$ cat src/rtl/ponto_triangulo_seq.sv
// Sequenced point-in-triangle tester: one shared COORD_W x COORD_W multiplier
// evaluates the four doubled areas |det| (ABC, ABP, APC, PBC) over 24 cycles.
module ponto_triangulo_seq #(
  parameter  int COORD_W = 10,
  localparam int AREA_W  = 2 * COORD_W
) (
  input  logic               clk,
  input  logic               rst,
  input  logic               in_valid,
  output logic               in_ready,
  input  logic [COORD_W-1:0] xA,
  input  logic [COORD_W-1:0] yA,
  input  logic [COORD_W-1:0] xB,
  input  logic [COORD_W-1:0] yB,
  input  logic [COORD_W-1:0] xC,
  input  logic [COORD_W-1:0] yC,
  input  logic [COORD_W-1:0] xP,
  input  logic [COORD_W-1:0] yP,
  output logic               out_valid,
  input  logic               out_ready,
  output logic               out_inside,
  output logic               out_degenerate,
  output logic [AREA_W-1:0]  out_area,
  output logic [1:0]         dbg_state
);

  // Handshakes: a transfer happens on a rising edge where valid & ready are
  // both high; valid never drops without ready, and rst overrides both sides.

  localparam int ACC_W = AREA_W + 3;

  typedef enum logic [1:0] {
    IDLE = 2'd0,
    MUL  = 2'd1,
    CMP  = 2'd2,
    DONE = 2'd3
  } state_t;

  state_t state, state_next;

  logic [COORD_W-1:0] xa, ya, xb, yb, xc, yc, xp, yp;
  logic [1:0]         tri_idx;
  logic [2:0]         term_idx;
  logic signed [ACC_W-1:0] acc;
  logic [AREA_W-1:0]  area [4];

  logic [COORD_W-1:0] x0, y0, x1, y1, x2, y2;
  logic [COORD_W-1:0] mul_a, mul_b;
  logic               sub;
  logic [AREA_W-1:0]  prod;
  logic signed [ACC_W-1:0] prod_ext, acc_sum, abs_val;
  logic [AREA_W-1:0]  area_new;
  logic [AREA_W+1:0]  sum;
  logic               last_term;

  assign in_ready  = (state == IDLE);
  assign dbg_state = state;
  assign last_term = (term_idx == 3'd5);

  // Vertex routing for the triangle currently being evaluated.
  always_comb begin
    x0 = xa; y0 = ya;
    x1 = xb; y1 = yb;
    x2 = xc; y2 = yc;
    case (tri_idx)
      2'd0: begin x0 = xa; y0 = ya; x1 = xb; y1 = yb; x2 = xc; y2 = yc; end
      2'd1: begin x0 = xa; y0 = ya; x1 = xb; y1 = yb; x2 = xp; y2 = yp; end
      2'd2: begin x0 = xa; y0 = ya; x1 = xp; y1 = yp; x2 = xc; y2 = yc; end
      default: begin x0 = xp; y0 = yp; x1 = xb; y1 = yb; x2 = xc; y2 = yc; end
    endcase
  end

  // Determinant expansion: three positive products then three negative ones.
  always_comb begin
    mul_a = x0;
    mul_b = y1;
    sub   = 1'b0;
    case (term_idx)
      3'd0: begin mul_a = x0; mul_b = y1; sub = 1'b0; end
      3'd1: begin mul_a = y0; mul_b = x2; sub = 1'b0; end
      3'd2: begin mul_a = x1; mul_b = y2; sub = 1'b0; end
      3'd3: begin mul_a = x2; mul_b = y1; sub = 1'b1; end
      3'd4: begin mul_a = y2; mul_b = x0; sub = 1'b1; end
      default: begin mul_a = x1; mul_b = y0; sub = 1'b1; end
    endcase
  end

  always_comb begin
    prod     = mul_a * mul_b;
    prod_ext = signed'({{(ACC_W-AREA_W){1'b0}}, prod});
    acc_sum  = sub ? (acc - prod_ext) : (acc + prod_ext);
    abs_val  = acc_sum[ACC_W-1] ? -acc_sum : acc_sum;
    area_new = AREA_W'(abs_val);
    sum      = {2'b00, area[1]} + {2'b00, area[2]} + {2'b00, area[3]};
  end

  always_comb begin
    state_next = state;
    case (state)
      IDLE: if (in_valid) state_next = MUL;
      MUL:  if (last_term && (tri_idx == 2'd3)) state_next = CMP;
      CMP:  state_next = DONE;
      DONE: if (out_ready) state_next = IDLE;
      default: state_next = IDLE;
    endcase
  end

  always_ff @(posedge clk) begin
    if (rst) begin
      state          <= IDLE;
      xa <= '0; ya <= '0; xb <= '0; yb <= '0;
      xc <= '0; yc <= '0; xp <= '0; yp <= '0;
      tri_idx        <= '0;
      term_idx       <= '0;
      acc            <= '0;
      area[0]        <= '0;
      area[1]        <= '0;
      area[2]        <= '0;
      area[3]        <= '0;
      out_valid      <= 1'b0;
      out_inside     <= 1'b0;
      out_degenerate <= 1'b0;
      out_area       <= '0;
    end else begin
      state <= state_next;
      case (state)
        IDLE: begin
          if (in_valid) begin
            xa <= xA; ya <= yA; xb <= xB; yb <= yB;
            xc <= xC; yc <= yC; xp <= xP; yp <= yP;
            acc      <= '0;
            tri_idx  <= '0;
            term_idx <= '0;
          end
        end
        MUL: begin
          if (last_term) begin
            area[tri_idx] <= area_new;
            acc           <= '0;
            term_idx      <= '0;
            tri_idx       <= tri_idx + 2'd1;
          end else begin
            acc      <= acc_sum;
            term_idx <= term_idx + 3'd1;
          end
        end
        CMP: begin
          // P is inside (or on an edge) exactly when the sub-areas do not exceed ABC.
          out_inside     <= ({2'b00, area[0]} >= sum);
          out_degenerate <= (area[0] == '0);
          out_area       <= area[0];
          out_valid      <= 1'b1;
        end
        DONE: begin
          if (out_ready) out_valid <= 1'b0;
        end
        default: ;
      endcase
    end
  end

endmodule

$ cat config.mk
export PLATFORM = sky130hd
export DESIGN_NAME = ponto_triangulo_seq
export DESIGN_NICKNAME = d
export VERILOG_FILES = /design/src/rtl/ponto_triangulo_seq.sv
export SDC_FILE = /design/constraint.sdc
export NUM_CORES = 1
export LEC_CHECK = 0
export BUFFER_PORTS_ARGS = -buffer_cell sky130_fd_sc_hd__buf_2
export CORE_UTILIZATION = 31
export CTS_CLUSTER_SIZE = 14
export DETAILED_ROUTE_END_ITERATION = 16
export SYNTH_ARGS = -nofsm -noshare
export SYNTH_HDL_FRONTEND = slang
export SYNTH_SLANG_ARGS = --single-unit
$ cat constraint.sdc
create_clock -name clk -period 10.4 [get_ports clk]
set_clock_uncertainty 0.1 [all_clocks]
set_input_delay 1.04 -clock clk [delete_from_list [all_inputs] [get_ports clk]]
set_output_delay 1.04 -clock clk [all_outputs]
set_load 0.03 [all_outputs]
==> Word-level counts from Yosys, hierarchy flattened <==
Memories as Yosys holds them, arrays and structs flattened.
Index checks and enable logic that the tools add are counted.
{ "word_totals": {"ff_bits": 133, "ram_bits": 80, "input_bits": 84, "word_cells": 91, "memories": 1} }
{ "mem_list": {"columns": ["memory", "words", "word_bits", "read_ports", "rd_clocked_by_memory_dff", "wr", "line_no", "rtl"], "rows": [
  ["area", 4, 20, 4, 0, 4, "45", "logic [AREA_W-1:0] area [4];"]
]} }
{ "classes": {"addsub": 7, "mul": 1, "order_cmp": 1, "eq_ne": 15, "mux": 34, "reduce_logical": 16} }
{ "ops": {"columns": ["operator", "count"], "rows": [
  ["10-bit case mux with 4 select lines", 2],
  ["23-bit 2-to-1 mux", 3],
  ["10-bit 2-to-1 mux", 6],
  ["23-bit case mux with 2 select lines", 1],
  ["20-bit 2-to-1 mux", 2],
  ["23-bit by 21-bit adder with 23-bit output", 1],
  ["23-bit by 21-bit subtractor with 23-bit output", 1],
  ["21-bit by 20-bit adder with 22-bit output", 1],
  ["20-bit by 22-bit greater-or-equal comparator with 1-bit output", 1],
  ["20-bit by 20-bit adder with 21-bit output", 1],
  ["20-bit zero test", 1],
  ["10-bit by 10-bit multiplier with 20-bit output", 1],
  ["20-bit negation", 1],
  ["20-bit OR reduction", 1],
  ["2-bit 2-to-1 mux", 6],
  ["2-bit == test, second input constant", 4],
  ["1-bit 2-to-1 mux", 8],
  ["2-bit != test, second input constant", 4],
  ["2-bit case mux with 4 select lines", 1],
  ["3-bit by 2-bit == test with 1-bit output, second input constant", 2],
  ["3-bit == test, second input constant", 2],
  ["3-bit 2-to-1 mux", 2],
  ["3-bit case mux with 2 select lines", 1],
  ["2-bit AND reduction", 3],
  ["other kinds (13)", 18]
]} }

==> Depth between registers and ports, before layout <==
Gate-level depths: netlist (run 1).
{ "logic_depth": {"ltp_word": 10, "ltp_mapped": 44} }

==> Least setup slack after synthesis (run 1) <==
No wires, ideal clock.
{ "synth_timing": {"kind": "reg-to-reg", "start": "register tri_idx[0]", "end": "memory area[2][6] (netlist bit), data pin", "setup_time_ps": 265, "t_arrival_ps": 10362, "required_ps": 10035, "setup_slack_ps": -327, "path_stages_with_launch": 40, "path_buffers": 5, "period_less_slack_ps": 10727, "cell_sequence": "dfxtp_1 > ha_1 > clkbuf_1 > clkbuf_1 > mux2_2 > a22oi_1 > o221ai_1 > a21oi_1 > nor2_1 > fa_1 > inv_1 > fa_1 > inv_1 > fa_1 > fa_1 > inv_1 > fa_1 > inv_1 > [... 4 more ...] > a31oi_1 > o21a_1 > xor2_1 > nand3_1 > or4b_4 > o21ai_4 > inv_2 > ha_1 > a21o_1 > a21o_1 > a2111oi_0 > and3_1 > clkbuf_1 > clkbuf_1 > mux2i_1 > nor2_1 > a211oi_1 > nor2_1"} }
{ "synth_lines": {"columns": ["item", "line_no", "rtl"], "rows": [
  ["start, declared", "42", "logic [1:0] tri_idx;"],
  ["start signal, assigned", "141", "tri_idx <= tri_idx + 2'd1;"],
  ["end, declared", "45", null]
]} }

==> run metrics, run 1 <==
drt drc 0; Total Wirelength 46000 um; initial antenna violation count 0; Post-Synthesis Cells 1896; worst min path class flop to flop; Worst-Skew Late Latency 540 ps; Final Net Count 2332; relative slew slack 0.227; cell area after layout 19300 um^2; Synth top area share 0.161; pre-CTS WS -14.3 ps; share of layout cells above drive strength 1 0.154; Synth Area in XOR/XNOR 0.0371; Setup violations, final 0; element type at the critical path end flop; Main synth FF type dfxtp_1; Initial DRT Pass Iterations 5; Yosys cell types 76; largest net degree at the start of global routing 98; Via density 5.16; Pwr Density 200 nW/um^2; synthesized cell area 16600 um^2; Slew @ Worst Pin 1160 ps; clock root cell clkbuf_16; Sink Count 213; status finished clean; via count 14100; Synth area leaders dfxtp_1 16%, edfxtp_1 15%, fa_1 10%; setup TNS 0 ps; Worst-path clk slew 60 ps; min Tclk post-route 10000 ps; adder-cell share of the synthesized area 0.199; vias in the first global route 14100; sequential area share after synthesis 0.306; gr usage total 0.169; EDFF count, synth 80; post-synthesis simple-gate area fraction 0.198; critical path's slowest cell or4b_4; fin util 0.367; area of the multi-input gates 11000 um^2; Buffers & Inverters on Critical Path 9; diode count 0; Seq. cell area 5070 um^2; area leader, netlist dfxtp_1; synth cell count leaders 242 x nand2_1, 192 x a21oi_1, 189 x nor2_1; Ports 110; CP Launch Type flop; post-DP HPWL 35500 um; Crit path arrival time 10240 ps; # fillers 5357; Die W 233 um; Antenna Nets Post-Route 0; Placed Area 18200 um^2; H-tree depth 1; post-route insts no fill 2741; Synth Area in Compound Gates 0.169; Mapped Avg Cell Area 8.73 um^2; core footprint 52700 um^2; Worst Path Required 10640 ps; starting density of the core 0.314; most common cell in the netlist nand2_1; max-slew violations 0; combinational family with the most area after synthesis adder cells; kind of critical path flop to flop; Port Buffers 109; syn nets 2193; VDD IR max 0.000126 V; CP Max Fanout 17; Max Cap Violations 0; Rows 84; placed instance count 2688; GP Congestion 0.889; cell family with most CP delay adder cells; LEAKAGE 8.14 nW; setup ws final 402 ps; Hold WS 359 ps; CTS tree done; Wirelength per Cell 16.8 um; post-route clock period utilization 0.961; cts hold-fix bufs 0; 1st-iter DRT viols 736; mux contribution to synthesized area 0.0502; ys async rst share 0; Max Buffers Root-to-Sink 3; #FFs+latches synth 213; GRT overflow 0; Area Growth Syn to Fin 16.7%; Achievable Freq 100 MHz; Final Hold Viols 0; full die area 54300 um^2; first-pass GRT wire length 74100 um; die height 233 um; crit-path max cell delay 600 ps; TritonCTS buffer count 24; Final Power 3.87 mW; YS warnings 0
[where the power goes]
part           leakage [nW]  internal [mW]  switching [mW]
clock                 0.396          0.520           0.361
combinational          5.83          0.716            1.22
sequential             1.91          0.959          0.0845
total                  8.14           2.20            1.67
[flip-flops by register name (all words and copies together), names as in the netlist]
signal / count
out_degenerate: 1
area: 80
xc: 10
yb: 10
term_idx: 3
out_valid: 1
yc: 10
acc: 23
tri_idx: 2
out_inside: 1
xp: 10
xa: 10
dbg_state: 2
out_area: 20
xb: 10
yp: 10
ya: 10
[kinds of logic (layout without fill, tap and decap cells)]
group           after synthesis  count (layout)
mux                          80              80
buf+inv                     175             330
flops                       213             213
fa+ha+maj                   213             213
compound gates              447             447
xor+xnor                     68              70
simple gates                700             700
[worst reg2reg max path: cells and delay by family, from the launching register on]
kind / cells / cell delay, ps
AO/OA/AOI/OAI: 12 / 2620
XOR/XNOR: 1 / 140
AND/OR/NAND/NOR: 7 / 1860
adder cells (fa/ha/maj): 8 / 3470
buffers and inverters: 9 / 1060
flip-flops: 1 / 360
multiplexers: 1 / 210
[path summary, 6_finish.rpt]
| check | start | endpoint | slack [ps] | cells after the start |
|---|---|---|---|---|
| hold reg to reg | ya[8] | ya[8] | 360 | 2 |
| hold / removal | ya[8] | ya[8] | 360 | 2 |
| setup reg to reg | tri_idx[0] | area[0][10] | 400 | 38 |
| setup / recovery | tri_idx[0] | area[0][10] | 400 | 38 |
[timing repair]
action | in CTS | in global routing
endpoints found under the setup margin | 2 | 76
cloned | 0 | 2
setup buffers | 0 | 7
resized for setup | 1 | 34
pin swaps | 0 | 6
[cell type report]
type	instances	share of cell area
multi-input cells	1510	0.570
flip-flops and latches	213	0.262
repair buffers	188	0.0617
well taps	688	0.0446
clock buffers	30	0.0333
inverters	98	0.0190
clock inverters	14	0.00926
[per-layer routing]
layer	vias up	share of wire	global-route usage
met5	-	0	0
met3	70	0.038	0.0206
met1	6783	0.46	0.221
met4	0	0.025	0.0408
met2	300	0.48	0.292
li1	6982	-	-
[cell usage in the layout, fill, tap and decap left out, types with 76 or more instances in the layout]
cell | Yosys | routed
nand2_1 | 242 | 241
buf_2 | 7 | 108
a21oi_1 | 192 | 186
edfxtp_1 | 80 | 80
inv_1 | 97 | 97
ha_1 | 129 | 128
nor2_1 | 189 | 189
fa_1 | 84 | 84
buf_4 | 0 | 76
dfxtp_1 | 133 | 130
Note: power is estimated with default switching activity, not from simulation.
==> run 2, diff against run 1 <==
CTS_BUF_LIST = sky130_fd_sc_hd__clkbuf_8   (was default)
CTS_CLUSTER_DIAMETER = 80   (was default)
==> run metrics, run 2 (synthesized netlist as in run 1, its figures left out) <==
most common cell after layout, fill and taps aside nand2_1; post-DP HPWL 35500 um; placed instance count 2688; Final Net Count 2330; status finished clean; Pwr Density 184 nW/um^2; VDD IR max 0.000125 V; share of layout cells above drive strength 1 0.148; P_int 1.86 mW; Via density 5.18; post-route insts no fill 2732; diode count 0; LEAKAGE 7.96 nW; Sw Share 0.464; CTS tree done; GP Congestion 0.889; core footprint 52700 um^2; Die W 233 um; first-pass GRT wire length 73900 um; post-route clock period utilization 0.955; Rows 84; worst min path class flop to flop; clock root cell clkbuf_8; drt drc 0; TritonCTS buffer count 20; kind of critical path flop to flop; vias in the first global route 14000; crit-path max cell delay 600 ps; via count 14100; Initial DRT Pass Iterations 5; Total Wirelength 45600 um; CP Launch Type flop; commonest non-fill, non-tap cells in the layout 241 x nand2_1, 188 x nor2_1, 187 x a21oi_1; gr usage total 0.168; Setup violations, final 0; max reg flops 80; Largest Register area; Max Cap Violations 0; 1st-iter DRT viols 814; element type at the critical path end flop; initial antenna violation count 0; Final Power 3.47 mW; Combinational Power Share 0.558; min Tclk post-route 9940 ps; Hold WS 361 ps; biggest regs area (80), acc (23), out_area (20); largest net degree at the start of global routing 98; starting density of the core 0.314; Worst Path Required 10680 ps; Slew @ Worst Pin 1180 ps; Area Growth Syn to Fin 13.6%; die height 233 um; Wirelength per Cell 16.7 um; Achievable Freq 101 MHz; critical path's slowest cell or4b_4; Max Buffers Root-to-Sink 3; Worst-Skew Late Latency 560 ps; relative slew slack 0.212; Port Buffers 109; full die area 54300 um^2; H-tree depth 1; cell family with most CP delay adder cells; CP Max Fanout 17; Final Hold Viols 0; clock share of power 0.142; Buffers & Inverters on Critical Path 9; Antenna Nets Post-Route 0; Sink Count 213; max-slew violations 0; Worst-path clk slew 100 ps; Crit path arrival time 10210 ps; GRT overflow 0; switching power 1.61 mW; sequential power share 0.301; Ports 110
run 2: cell type report:
cell class                 count  area [um^2]
clock buffer                  20          275
fill                        5423        33800
timing repair buffer         192         1210
inverter                      98          368
clock inverter                13         72.6
sequential                   213         5070
tap                          688          861
multi-input combinational   1508        11000
run 2: power groups by stage:
stage / registers, mW / clock network, mW / logic, mW
floorplan: 1.05 / 0 / 1.32
global placement: 1.06 / 0 / 1.87
detailed placement: 1.06 / 0 / 1.90
CTS: 1.04 / 0.512 / 1.91
global route: 1.05 / 0.541 / 2.16
finish: 1.04 / 0.492 / 1.94
run 2: per-layer routing:
metal	global-route usage	part of all wire	up-vias
met5	0	0	-
met4	0.0421	0.023	0
li1	-	-	6956
met3	0.0215	0.039	69
met2	0.290	0.48	323
met1	0.221	0.46	6797
run 2: final timing paths:
path	end	from	slack (ps)	cells past startpoint
max	area[0][10]	tri_idx[0]	460	38
max reg2reg	area[0][10]	tri_idx[0]	460	38
min reg2reg	xa[8]	xa[8]	360	2
min	xa[8]	xa[8]	360	2
run 2: repair_timing:
item                                    in CTS  in global routing
hold buffers                                 0                  0
pin swaps                                    0                  4
gates cloned                                 0                  0
buffers inserted                             0                 11
gates resized for setup                      1                 31
endpoints found under the setup margin       2                 77
run 2: tightest hold or removal path, cell delays in order, from the launching register on:
cell and delay, ps:
dfxtp_1 310, nand2_1 50, a21oi_1 50
run 2: metrics by stage:
step | util | setup TNS [ps] | setup slack (ps) | cell area [um^2]
CTS | 0.353 | 0 | 1.89 | 18600
detailed placement | 0.347 | -14.3 | -14.3 | 18200
floorplan | - | 0 | 29.9 | 16600
global placement | 0.347 | 0 | 181 | 18200
finish | 0.357 | 0 | 465 | 18800
global route | 0.357 | -34.3 | -17.3 | 18800
